[config.mk]
export PLATFORM = sky130hd
export DESIGN_NAME = mem_store_buffer_flat
export DESIGN_NICKNAME = d
export VERILOG_FILES = /design/src/rtl/mem_store_buffer_pkg.sv /design/src/rtl/mem_store_buffer_if.sv /design/src/rtl/mem_store_buffer_fifo.sv /design/src/rtl/mem_store_buffer.sv /design/src/flat_wrapper.sv
export SDC_FILE = /design/constraint.sdc
export NUM_CORES = 1
export LEC_CHECK = 0
export ABC_AREA = 1
export CAP_MARGIN = 40
export CORE_UTILIZATION = 50
export DETAILED_ROUTE_END_ITERATION = 12
export HOLD_SLACK_MARGIN = 0.15
export PLACE_DENSITY = 0.72
export SYNTH_ARGS = -nofsm -noshare
export SYNTH_HDL_FRONTEND = slang
export SYNTH_SLANG_ARGS = --single-unit
[constraint.sdc]
create_clock -name CLK -period 7.2 [get_ports CLK]
set_clock_uncertainty 0.2 [all_clocks]
set_input_delay 1.8 -clock CLK [delete_from_list [all_inputs] [get_ports CLK]]
set_output_delay 1.8 -clock CLK [all_outputs]
set_load 0.005 [all_outputs]
[src/rtl/mem_store_buffer_pkg.sv]
// Shared constants and the store-buffer entry record for the data-memory path.
// Ports: none (package). SB_DEPTH / WORD_ADDR_W / DATA_W set the default buffer geometry.
// sb_entry_t is the record kept per buffered store.
package mem_pkg;

  localparam int SB_DEPTH    = 4;
  localparam int WORD_ADDR_W = 32;
  localparam int DATA_W      = 32;

  typedef struct packed {
    logic                   valid;
    logic [WORD_ADDR_W-1:0] addr;
    logic [DATA_W-1:0]      data;
  } sb_entry_t;

endpackage

[src/rtl/mem_store_buffer_if.sv]
// Bundle between the store buffer, the MEM-stage pipeline register and the data memory.
// Pipeline side: st_valid/st_addr/st_data, ld_valid/ld_addr -> ld_data, stall, empty, count.
// Memory side: mem_we/mem_addr/mem_wd -> mem_rd (combinational read data).
interface mem_store_buffer_if #(
  parameter int DEPTH  = mem_pkg::SB_DEPTH,
  parameter int ADDR_W = mem_pkg::WORD_ADDR_W,
  parameter int DATA_W = mem_pkg::DATA_W
);
  import mem_pkg::*;

  logic                       st_valid;
  logic [ADDR_W-1:0]          st_addr;
  logic [DATA_W-1:0]          st_data;
  logic                       ld_valid;
  logic [ADDR_W-1:0]          ld_addr;
  logic [DATA_W-1:0]          ld_data;
  logic                       stall;
  logic                       empty;
  logic [$clog2(DEPTH):0]     count;
  logic                       mem_we;
  logic [ADDR_W-1:0]          mem_addr;
  logic [DATA_W-1:0]          mem_wd;
  logic [DATA_W-1:0]          mem_rd;

  // Store buffer view.
  modport slave (
    input  st_valid, st_addr, st_data, ld_valid, ld_addr, mem_rd,
    output ld_data, stall, empty, count, mem_we, mem_addr, mem_wd
  );

  // Pipeline + memory view.
  modport master (
    output st_valid, st_addr, st_data, ld_valid, ld_addr, mem_rd,
    input  ld_data, stall, empty, count, mem_we, mem_addr, mem_wd
  );

endinterface

[src/rtl/mem_store_buffer_fifo.sv]
// sb_fifo: circular store storage with head/tail pointers, occupancy count and full/empty.
// Ports: CLK, reset (async low), push/push_addr/push_data, pop -> entries[], head, tail, count, full, empty.
// Every entry plus the tail pointer is exposed so the parent can search for forwarding hits.
module sb_fifo #(
  parameter  int DEPTH = mem_pkg::SB_DEPTH,
  localparam int PTR_W = $clog2(DEPTH),
  localparam int CNT_W = PTR_W + 1
) (
  input  logic                            CLK,
  input  logic                            reset,
  input  logic                            push,
  input  logic [mem_pkg::WORD_ADDR_W-1:0] push_addr,
  input  logic [mem_pkg::DATA_W-1:0]      push_data,
  input  logic                            pop,
  output mem_pkg::sb_entry_t              entries [DEPTH],
  output logic [PTR_W-1:0]                head,
  output logic [PTR_W-1:0]                tail,
  output logic [CNT_W-1:0]                count,
  output logic                            full,
  output logic                            empty
);
  import mem_pkg::*;

  logic do_push;
  logic do_pop;

  assign full    = (count == CNT_W'(DEPTH));
  assign empty   = (count == '0);
  assign do_push = push & ~full;
  assign do_pop  = pop & ~empty;

  // Pointers wrap naturally because DEPTH is a power of two.
  always_ff @(posedge CLK or negedge reset) begin
    if (!reset) begin
      head  <= '0;
      tail  <= '0;
      count <= '0;
      for (int i = 0; i < DEPTH; i++) entries[i] <= '0;
    end else begin
      // Drained slots are invalidated so the forwarding search ignores them.
      if (do_pop) begin
        entries[head].valid <= 1'b0;
        head                <= head + PTR_W'(1);
      end
      if (do_push) begin
        entries[tail] <= '{valid: 1'b1, addr: push_addr, data: push_data};
        tail          <= tail + PTR_W'(1);
      end
      count <= count + CNT_W'(do_push) - CNT_W'(do_pop);
    end
  end

endmodule

[src/rtl/mem_store_buffer.sv]
// mem_store_buffer: write-posting buffer between the MEM stage and a single-port data memory.
// Ports: CLK, reset (async low), sb (slave modport: store/load requests, stall/empty/count, memory port).
// Loads own the memory port and get zero-latency data (forwarded or mem_rd); stores drain when idle.
module mem_store_buffer #(
  parameter int DEPTH  = mem_pkg::SB_DEPTH,
  parameter int ADDR_W = mem_pkg::WORD_ADDR_W,
  parameter int DATA_W = mem_pkg::DATA_W
) (
  input  logic               CLK,
  input  logic               reset,
  mem_store_buffer_if.slave  sb
);
  import mem_pkg::*;

  localparam int PTR_W = $clog2(DEPTH);
  localparam int CNT_W = PTR_W + 1;

  sb_entry_t          entries [DEPTH];
  logic [PTR_W-1:0]   head;
  logic [PTR_W-1:0]   tail;
  logic [CNT_W-1:0]   count;
  logic               full;
  logic               fifo_empty;
  logic               push;
  logic               pop;

  logic               fwd_hit;
  logic [DATA_W-1:0]  fwd_data;
  logic [ADDR_W-1:0]  drain_addr;
  logic [PTR_W-1:0]   idx;

  // Full means stall even if a drain frees a slot this same edge.
  assign push = sb.st_valid & ~full;
  // The load has priority on the port; drain only in cycles without a load.
  assign pop  = ~sb.ld_valid & ~fifo_empty;

  sb_fifo #(.DEPTH(DEPTH)) u_fifo (
    .CLK       (CLK),
    .reset     (reset),
    .push      (push),
    .push_addr (sb.st_addr),
    .push_data (sb.st_data),
    .pop       (pop),
    .entries   (entries),
    .head      (head),
    .tail      (tail),
    .count     (count),
    .full      (full),
    .empty     (fifo_empty)
  );

  assign sb.stall = sb.st_valid & full;
  assign sb.empty = fifo_empty;
  assign sb.count = count;

  // Youngest-first search: walk backwards from tail, first valid match wins.
  // The store accepted this cycle is not yet in storage, so it is never seen.
  always_comb begin
    fwd_hit  = 1'b0;
    fwd_data = '0;
    idx      = '0;
    for (int k = 0; k < DEPTH; k++) begin
      idx = tail - PTR_W'(k + 1);
      if (!fwd_hit && entries[idx].valid && (entries[idx].addr == sb.ld_addr)) begin
        fwd_hit  = 1'b1;
        fwd_data = entries[idx].data;
      end
    end
  end

  assign sb.ld_data = fwd_hit ? fwd_data : sb.mem_rd;

  // Port mux: load address, else head-of-queue write, else idle zeros.
  assign drain_addr = entries[head].addr;

  always_comb begin
    sb.mem_we   = 1'b0;
    sb.mem_addr = '0;
    sb.mem_wd   = '0;
    if (sb.ld_valid) begin
      sb.mem_addr = sb.ld_addr;
    end else if (!fifo_empty) begin
      sb.mem_we   = 1'b1;
      sb.mem_addr = drain_addr;
      sb.mem_wd   = entries[head].data;
    end
  end

endmodule
[src/flat_wrapper.sv]
// flat-port wrapper written by rule: the top's interface ports become plain ports
module mem_store_buffer_flat import mem_pkg::*;
#(
  parameter int DEPTH  = mem_pkg::SB_DEPTH,
  parameter int ADDR_W = mem_pkg::WORD_ADDR_W,
  parameter int DATA_W = mem_pkg::DATA_W
)
  (CLK, reset, sb_st_valid, sb_st_addr, sb_st_data, sb_ld_valid, sb_ld_addr, sb_mem_rd, sb_ld_data, sb_stall, sb_empty, sb_count, sb_mem_we, sb_mem_addr, sb_mem_wd);
  mem_store_buffer_if #(.DEPTH(DEPTH), .ADDR_W(ADDR_W), .DATA_W(DATA_W)) sb_i ();
  input  logic CLK;
  input  logic reset;
  input wire logic [$bits(sb_i.st_valid)-1:0] sb_st_valid;
  input wire logic [$bits(sb_i.st_addr)-1:0] sb_st_addr;
  input wire logic [$bits(sb_i.st_data)-1:0] sb_st_data;
  input wire logic [$bits(sb_i.ld_valid)-1:0] sb_ld_valid;
  input wire logic [$bits(sb_i.ld_addr)-1:0] sb_ld_addr;
  input wire logic [$bits(sb_i.mem_rd)-1:0] sb_mem_rd;
  output wire logic [$bits(sb_i.ld_data)-1:0] sb_ld_data;
  output wire logic [$bits(sb_i.stall)-1:0] sb_stall;
  output wire logic [$bits(sb_i.empty)-1:0] sb_empty;
  output wire logic [$bits(sb_i.count)-1:0] sb_count;
  output wire logic [$bits(sb_i.mem_we)-1:0] sb_mem_we;
  output wire logic [$bits(sb_i.mem_addr)-1:0] sb_mem_addr;
  output wire logic [$bits(sb_i.mem_wd)-1:0] sb_mem_wd;
  assign sb_i.st_valid = sb_st_valid;
  assign sb_i.st_addr = sb_st_addr;
  assign sb_i.st_data = sb_st_data;
  assign sb_i.ld_valid = sb_ld_valid;
  assign sb_i.ld_addr = sb_ld_addr;
  assign sb_i.mem_rd = sb_mem_rd;
  assign sb_ld_data = sb_i.ld_data;
  assign sb_stall = sb_i.stall;
  assign sb_empty = sb_i.empty;
  assign sb_count = sb_i.count;
  assign sb_mem_we = sb_i.mem_we;
  assign sb_mem_addr = sb_i.mem_addr;
  assign sb_mem_wd = sb_i.mem_wd;
  mem_store_buffer #(.DEPTH(DEPTH), .ADDR_W(ADDR_W), .DATA_W(DATA_W)) u_core (.CLK(CLK), .reset(reset), .sb(sb_i));
endmodule
# Word level (Yosys, flattened, before mapping)
# Index checks and enable logic that the tools add are counted.
# op_classes
addsub	7
n_mul	0
div_mod_pow	0
n_lt_le_gt_ge	7
n_eq_ne	5
shift	0
n_mux	38
bitwise	13
n_reduce_logical	13
# op_table
op	count
65-bit binary-select mux with 2-bit select	5
65-bit 2-to-1 mux	10
260-bit bitwise mux	2
260-bit 2-to-1 mux	2
32-bit 2-to-1 mux	9
65-bit demux with 2-bit select	2
32-bit == test	4
64-bit 2-to-1 mux	2
3-bit greater-or-equal comparator, second input constant	5
2-bit NOT with 3-bit output	5
1-bit logical AND	9
3-bit by 1-bit < comparator with 1-bit output, second input constant	2
1-bit 2-to-1 mux	6
1-bit bitwise AND	5
2-bit by 1-bit adder with 2-bit output, second input constant	2
2-bit subtractor, second input constant	2
3-bit by 1-bit adder with 3-bit output	1
3-bit == test, second input constant	1
1-bit zero test	3
3-bit zero test	1
1-bit NOT	3
3-bit by 1-bit subtractor with 3-bit output	1
2-bit by 1-bit subtractor with 2-bit output, second input constant	1
# word_totals
register_bits	267
latchBits	0
ramBits	0
rom_bits	0
input_bits	132
elab_cells	98
memories	0

# Logic depth before layout (Yosys ltp)
# logic_depth
word_depth	21
mapped_depth	25
mapped_depth_nobuf	18

# By module
# A second synthesis with hierarchy kept.
# unflattened
hier_cells	4170
area_unflattened_um2	24397.1
# by_module_without_submodules
module	instances	cells_each	area_per_inst_um2	seq_area_each_um2
mem_store_buffer	1	2961	13115.1	0.0
sb_fifo	1	1209	11282.1	6681.4

# Worst setup path before layout
# Ideal clock, no wire load.
# synth_timing
kind	register to output
startpoint	reg u_core.u_fifo.tail[1]
endpoint	out sb_ld_data[0]
arrival_ns	3.540
required_ns	5.200
setup_slack_ns	1.660
stages_incl_launch_ff	22
n_path_buf	7
path_cell_list	dfrtp_1 -> inv_2 -> buf_2 -> buf_2 -> buf_1 -> clkbuf_1 -> ha_1 -> inv_2 -> buf_2 -> buf_2 -> nand3_1 -> nand2_1 -> xor2_1 -> nand2_1 -> nor2_1 -> nand3_1 -> nor2_4 -> nand3_2 -> buf_2 -> nand3_1 -> nand3_1 -> a21oi_1
# synth_between
elab_chain_len	21
# synth_lines
element	line	text
from (decl)	mem_store_buffer_fifo.sv:17	output logic [PTR_W-1:0] tail,
from (signal assigned)	mem_store_buffer_fifo.sv:47	tail <= tail + PTR_W'(1);
2-bit by 1-bit subtractor with 2-bit output	mem_store_buffer.sv:63	idx = tail - PTR_W'(k + 1);
2-bit NOT with 3-bit output (not written as such)	mem_store_buffer.sv:64, mem_store_buffer.sv:66	
65-bit binary-select mux with 2-bit select	mem_store_buffer.sv:64, mem_store_buffer.sv:66	
65-bit 2-to-1 mux (not written as such) (2 in a row)	mem_store_buffer.sv:64	if (!fwd_hit && entries[idx].valid && (entries[idx].addr == sb.ld_addr)) begin
32-bit == test	mem_store_buffer.sv:64	
1-bit logical AND	mem_store_buffer.sv:64	
1-bit 2-to-1 mux	mem_store_buffer.sv:64	
1-bit zero test	mem_store_buffer.sv:64	
1-bit logical AND (2 in a row)	mem_store_buffer.sv:64	
1-bit 2-to-1 mux	mem_store_buffer.sv:64	
1-bit zero test	mem_store_buffer.sv:64	
1-bit logical AND (2 in a row)	mem_store_buffer.sv:64	
1-bit 2-to-1 mux	mem_store_buffer.sv:64	
1-bit zero test	mem_store_buffer.sv:64	
1-bit logical AND (2 in a row)	mem_store_buffer.sv:64	
32-bit 2-to-1 mux or 1-bit 2-to-1 mux (tied branches)	mem_store_buffer.sv:64	
32-bit 2-to-1 mux (*)	mem_store_buffer.sv:71	assign sb.ld_data = fwd_hit ? fwd_data : sb.mem_rd;
to (decl)	flat_wrapper.sv:18	output wire logic [$bits(sb_i.ld_data)-1:0] sb_ld_data;
# Mark *: on every way between the ends. The rest lies on a longest branch, timed or not. The select of a mux whose other input is x is not followed.

# Worst setup path after layout
# layout_timing
startpoint	in sb_ld_addr[13]
endpoint	out sb_ld_data[18]
# layout_between
elab_chain_len	16
# layout_lines
element	line	text
from (decl)	flat_wrapper.sv:16	input wire logic [$bits(sb_i.ld_addr)-1:0] sb_ld_addr;
32-bit == test	mem_store_buffer.sv:64	
1-bit logical AND	mem_store_buffer.sv:64	
1-bit 2-to-1 mux	mem_store_buffer.sv:64	
1-bit zero test	mem_store_buffer.sv:64	
1-bit logical AND (2 in a row)	mem_store_buffer.sv:64	
1-bit 2-to-1 mux	mem_store_buffer.sv:64	
1-bit zero test	mem_store_buffer.sv:64	
1-bit logical AND (2 in a row)	mem_store_buffer.sv:64	
1-bit 2-to-1 mux	mem_store_buffer.sv:64	
1-bit zero test	mem_store_buffer.sv:64	
1-bit logical AND (2 in a row)	mem_store_buffer.sv:64	
32-bit 2-to-1 mux or 1-bit 2-to-1 mux (tied branches)	mem_store_buffer.sv:64	
32-bit 2-to-1 mux (*)	mem_store_buffer.sv:71	
# Mark *: on every way between the ends. The rest lies on a longest branch, timed or not.

==> metrics.csv <==
stage,metric,value,unit
grt,GRT Total Usage,0.3870,
grt,vias in the first global route,24050,
detailed_routing,drt drc,0,
critical_path,CP required,5200,ps
pwr,total power,0.01392,W
floorplan,io pins,234,
critical_path,WP buf/inv,5,
critical_path,CP max stage delay,570,ps
critical_path,critical path arrival,5050,ps
placed_design,RD Place Congestion,1.117,
synthesis,Yosys top cell area share,0.3011,
sta,Final Max Slew Viols,0,
pwr,cell-internal power,0.006184,W
sta,# setup viols final,0,
synthesis,Synth Flop Type,dfrtp_1,
clocking,CTS Buf Count,34,
pwr,Comb power frac,0.656,
synthesis,Yosys warning count,0,
detailed_routing,total vias in the final route,26694,
critical_path,FF-to-FF path depth,8,
floorplan,row cnt,76,
hold_path,worst min path class,reg -> reg,
sta,TNS Setup,0,ps
clocking,TritonCTS Sinks,267,
synthesis,synth unique cells,41,
sta,RSZ-0062 raised after global routing,no,
grt,antenna violations before repair,5,
sta,fin crit share,0.9797,
detailed_routing,routed len/inst,20.06,µm
final_layout,Finished Layout Cells,4397,
sta,Rel. slew slack,0.3749,
critical_path,critical path's top delay family,buffers and inverters,
placed_design,Post-Place Cells,4335,
critical_path,R2R Setup Slk,3600,ps
synthesis,register area share after synthesis,0.3011,
critical_path,reg2reg end,u_core.u_fifo.entries[48],
pwr,Flop pwr share,0.214,
critical_path,startpoint types,primary input,
sta,Final Hold Violating Endpoints,0,
final_layout,share of layout cells above drive strength 1,0.03596,
placed_design,hpwl dp,60880,µm
synthesis,fraction of registers with async set/reset,1.000,
pwr,Sw Ratio,0.5558,
final_layout,Nets,3929,
hold_path,WHS Path Cells,2,
final_layout,area grow syn2layout,16.71,%
floorplan,CORE AREA,43460,µm²
grt,gr ovfl total,0,
floorplan,initial core utilization,0.5107,
sta,min Tclk post-route,7054,ps
critical_path,crit path cell chain,clkdlybuf4s50_1 > inv_1 > nand3_1 > nand2_1 > nor2_1 > nand2_1 > nor3_2 > nand3_1 > nor2_4 > inv_2 > nand2_4 > buf_12 > nor2_1 > a21oi_1 > clkdlybuf4s50_1,
sta,Worst Max-Slew Pin Slew,937.7,ps
critical_path,CP Class,in -> out,
floorplan,die area,45230,µm²
clocking,setup bufs post-CTS,0,
detailed_routing,Via-to-Cell Ratio,6.071,
grt,first-pass GRT wire length,135600,µm
synthesis,largest area contributor in the netlist,dfrtp_1,
pwr,worst vdd ir,372.4,µV
status,status,finished clean,
critical_path,critical path depth,15,
pwr,Power Density,537.5,nW/µm²
clocking,Bufs on Longest Clock Path,3,
synthesis,post-synthesis cell count,3725,
synthesis,#FFs+latches synth,267,
critical_path,CP Launch Point,sb_ld_addr[13],
placed_design,port bufs,233,
synthesis,"top cells by area, synth","dfrtp_1, nand2_1, o21ai_0, nand3_1, inv_1",
synthesis,mean post-synth cell area,5.958,µm²
pwr,Clk network pwr share,0.129,
clocking,hold buffer count at cts,0,
detailed_routing,initial DRC count,3551,
detailed_routing,DRT Pass-1 Iters,7,
critical_path,Worst R2R Start,u_core.u_fifo.tail[0],
synthesis,Mapped Nets,3868,
detailed_routing,final wirelength,88220,µm
clocking,Clock transition at path regs,60,ps
floorplan,Die Wd,212.7,µm
clocking,clk_lat worst skew,550,ps
synthesis,Syn Std Cell Area,22190,µm²
floorplan,Die Y-Extent,212.7,µm
clocking,CTS tree,built,
pwr,P_sw,0.007737,W
critical_path,crit end category,output port,
clocking,post-CTS sizing,0,
grt,largest net degree at the start of global routing,211,
flow_run,Max Cap Viol,0,
synthesis,Post-synth EDFFs,0,
sta,fmax,141.8,MHz
clocking,CTS root buffer,clkbuf_16,
detailed_routing,Post-DRT Antenna Nets,0,
critical_path,"critical path fanouts, max",18,
critical_path,CP max-delay cell,clkdlybuf4s50_1,
critical_path,crit path to,sb_ld_data[18],
pwr,leakage,12.33,nW
clocking,htree depth,2,
-- metal layers --
| layer | wire length, µm | global-route usage | up-vias |
|---|---|---|---|
| met2 | 38070 | 0.5823 | 1626 |
| met1 | 37970 | 0.5505 | 12413 |
| li1 | - | - | 12460 |
| met4 | 2532 | 0.1357 | 6 |
| met3 | 9610 | 0.07531 | 189 |
| met5 | 43 | 0 | - |
-- registers in the layout, summed over array words and instances, names as in the netlist --
name and cells:
u_core.u_fifo.count 3, u_core.u_fifo.head 2, u_core.u_fifo.tail 2, u_core.u_fifo.entries 260
-- worst reg2reg max path, delay by kind of cell (launching register included) --
| family | cells | cell delay [ps] |
|---|---|---|
| fa+ha+maj | 1 | 290 |
| flops | 1 | 440 |
| simple gates | 2 | 470 |
| buf+inv | 4 | 1960 |
| compound gates | 1 | 90 |
-- synthesized netlist by cell type (14+ instances only) --
cell	count
buf_1	18
xor2_1	16
nand3_1	538
buf_2	52
nor2_1	179
nand4_1	37
dfrtp_1	267
o21ai_0	676
clkbuf_1	161
inv_1	228
o21ai_1	14
o22ai_1	28
nand2_1	1278
a21oi_1	110
o211ai_1	33
buf_4	16
-- per-stage QoR --
| stage | hold WS [ps] | instance area [µm²] | setup WS [ps] | utilization |
|---|---|---|---|---|
| 6_report | 284.5 | 25900 | 146.3 | 0.5960 |
| 2_1_floorplan | 253.0 | 22190 | 1660 | - |
| 3_3_place_gp | 266.3 | 24560 | 140.5 | 0.5653 |
| 3_5_place_dp | 272.9 | 24730 | 177.5 | 0.5691 |
| 4_1_cts | 287.5 | 25870 | 169.6 | 0.5954 |
| 5_1_grt | 301.3 | 25900 | 56.67 | 0.5960 |
-- layout by cell type, fill, tap and decap left out, drive strengths merged, types with 3 or more instances in the layout --
| master | count |
|---|---|
| a21oi | 110 |
| and2 | 3 |
| buf | 54 |
| bufinv | 4 |
| clkbuf | 48 |
| clkdlybuf4s50 | 232 |
| clkinv | 8 |
| dfrtp | 267 |
| ha | 10 |
| inv | 236 |
| nand2 | 1282 |
| nand3 | 540 |
| nand3b | 4 |
| nand4 | 37 |
| nor2 | 184 |
| nor3 | 10 |
| nor3b | 3 |
| nor4 | 3 |
| o211ai | 33 |
| o21ai | 690 |
| o22ai | 28 |
| xor2 | 16 |
-- how the worst min path moves through the flow --
stage | from | end | slack [ps]
2_1_floorplan | u_core.u_fifo.entries[0] | u_core.u_fifo.entries[0] | 250
3_3_place_gp | u_core.u_fifo.entries[149] | u_core.u_fifo.entries[149] | 270
3_5_place_dp | u_core.u_fifo.entries[138] | u_core.u_fifo.entries[138] | 270
4_1_cts | u_core.u_fifo.entries[161] | u_core.u_fifo.entries[161] | 290
5_1_grt | u_core.u_fifo.entries[119] | u_core.u_fifo.entries[119] | 300
6_report | u_core.u_fifo.entries[15] | u_core.u_fifo.entries[15] | 280
-- kinds of logic (layout without fill, tap and decap cells) --
logic type | Yosys count | count (layout) | share of synthesized area
buffers and inverters | 497 | 582 | 0.09427
flip-flops | 267 | 267 | 0.3011
adder cells (fa/ha/maj) | 11 | 11 | 0.006540
AO/OA/AOI/OAI | 864 | 864 | 0.2006
XOR/XNOR | 18 | 18 | 0.007104
AND/OR/NAND/NOR | 2067 | 2067 | 0.3900
multiplexers | 1 | 1 | 0.0004511
other | 0 | 2 | 0
-- cell type report --
| cell class | instances | area [µm²] |
|---|---|---|
| Antenna cell | 2 | 5.005 |
| Clock buffer | 48 | 974.7 |
| Clock inverter | 12 | 167.7 |
| Fill cell | 4289 | 17560 |
| Inverter | 236 | 895.9 |
| Multi-Input combinational cell | 2961 | 13490 |
| Sequential cell | 267 | 6696 |
| Tap cell | 585 | 732.0 |
| Timing Repair Buffer | 286 | 2943 |
-- power by group through the flow --
stage	registers, W	clock network (W)	logic (W)
floorplan	0.00265	0	0.00634
global placement	0.00296	0	0.00859
detailed placement	0.00295	0	0.00884
CTS	0.00294	0.00182	0.00889
global route	0.00306	0.00187	0.0101
finish	0.00298	0.00180	0.00914
Power figures use the tool's default switching activity.
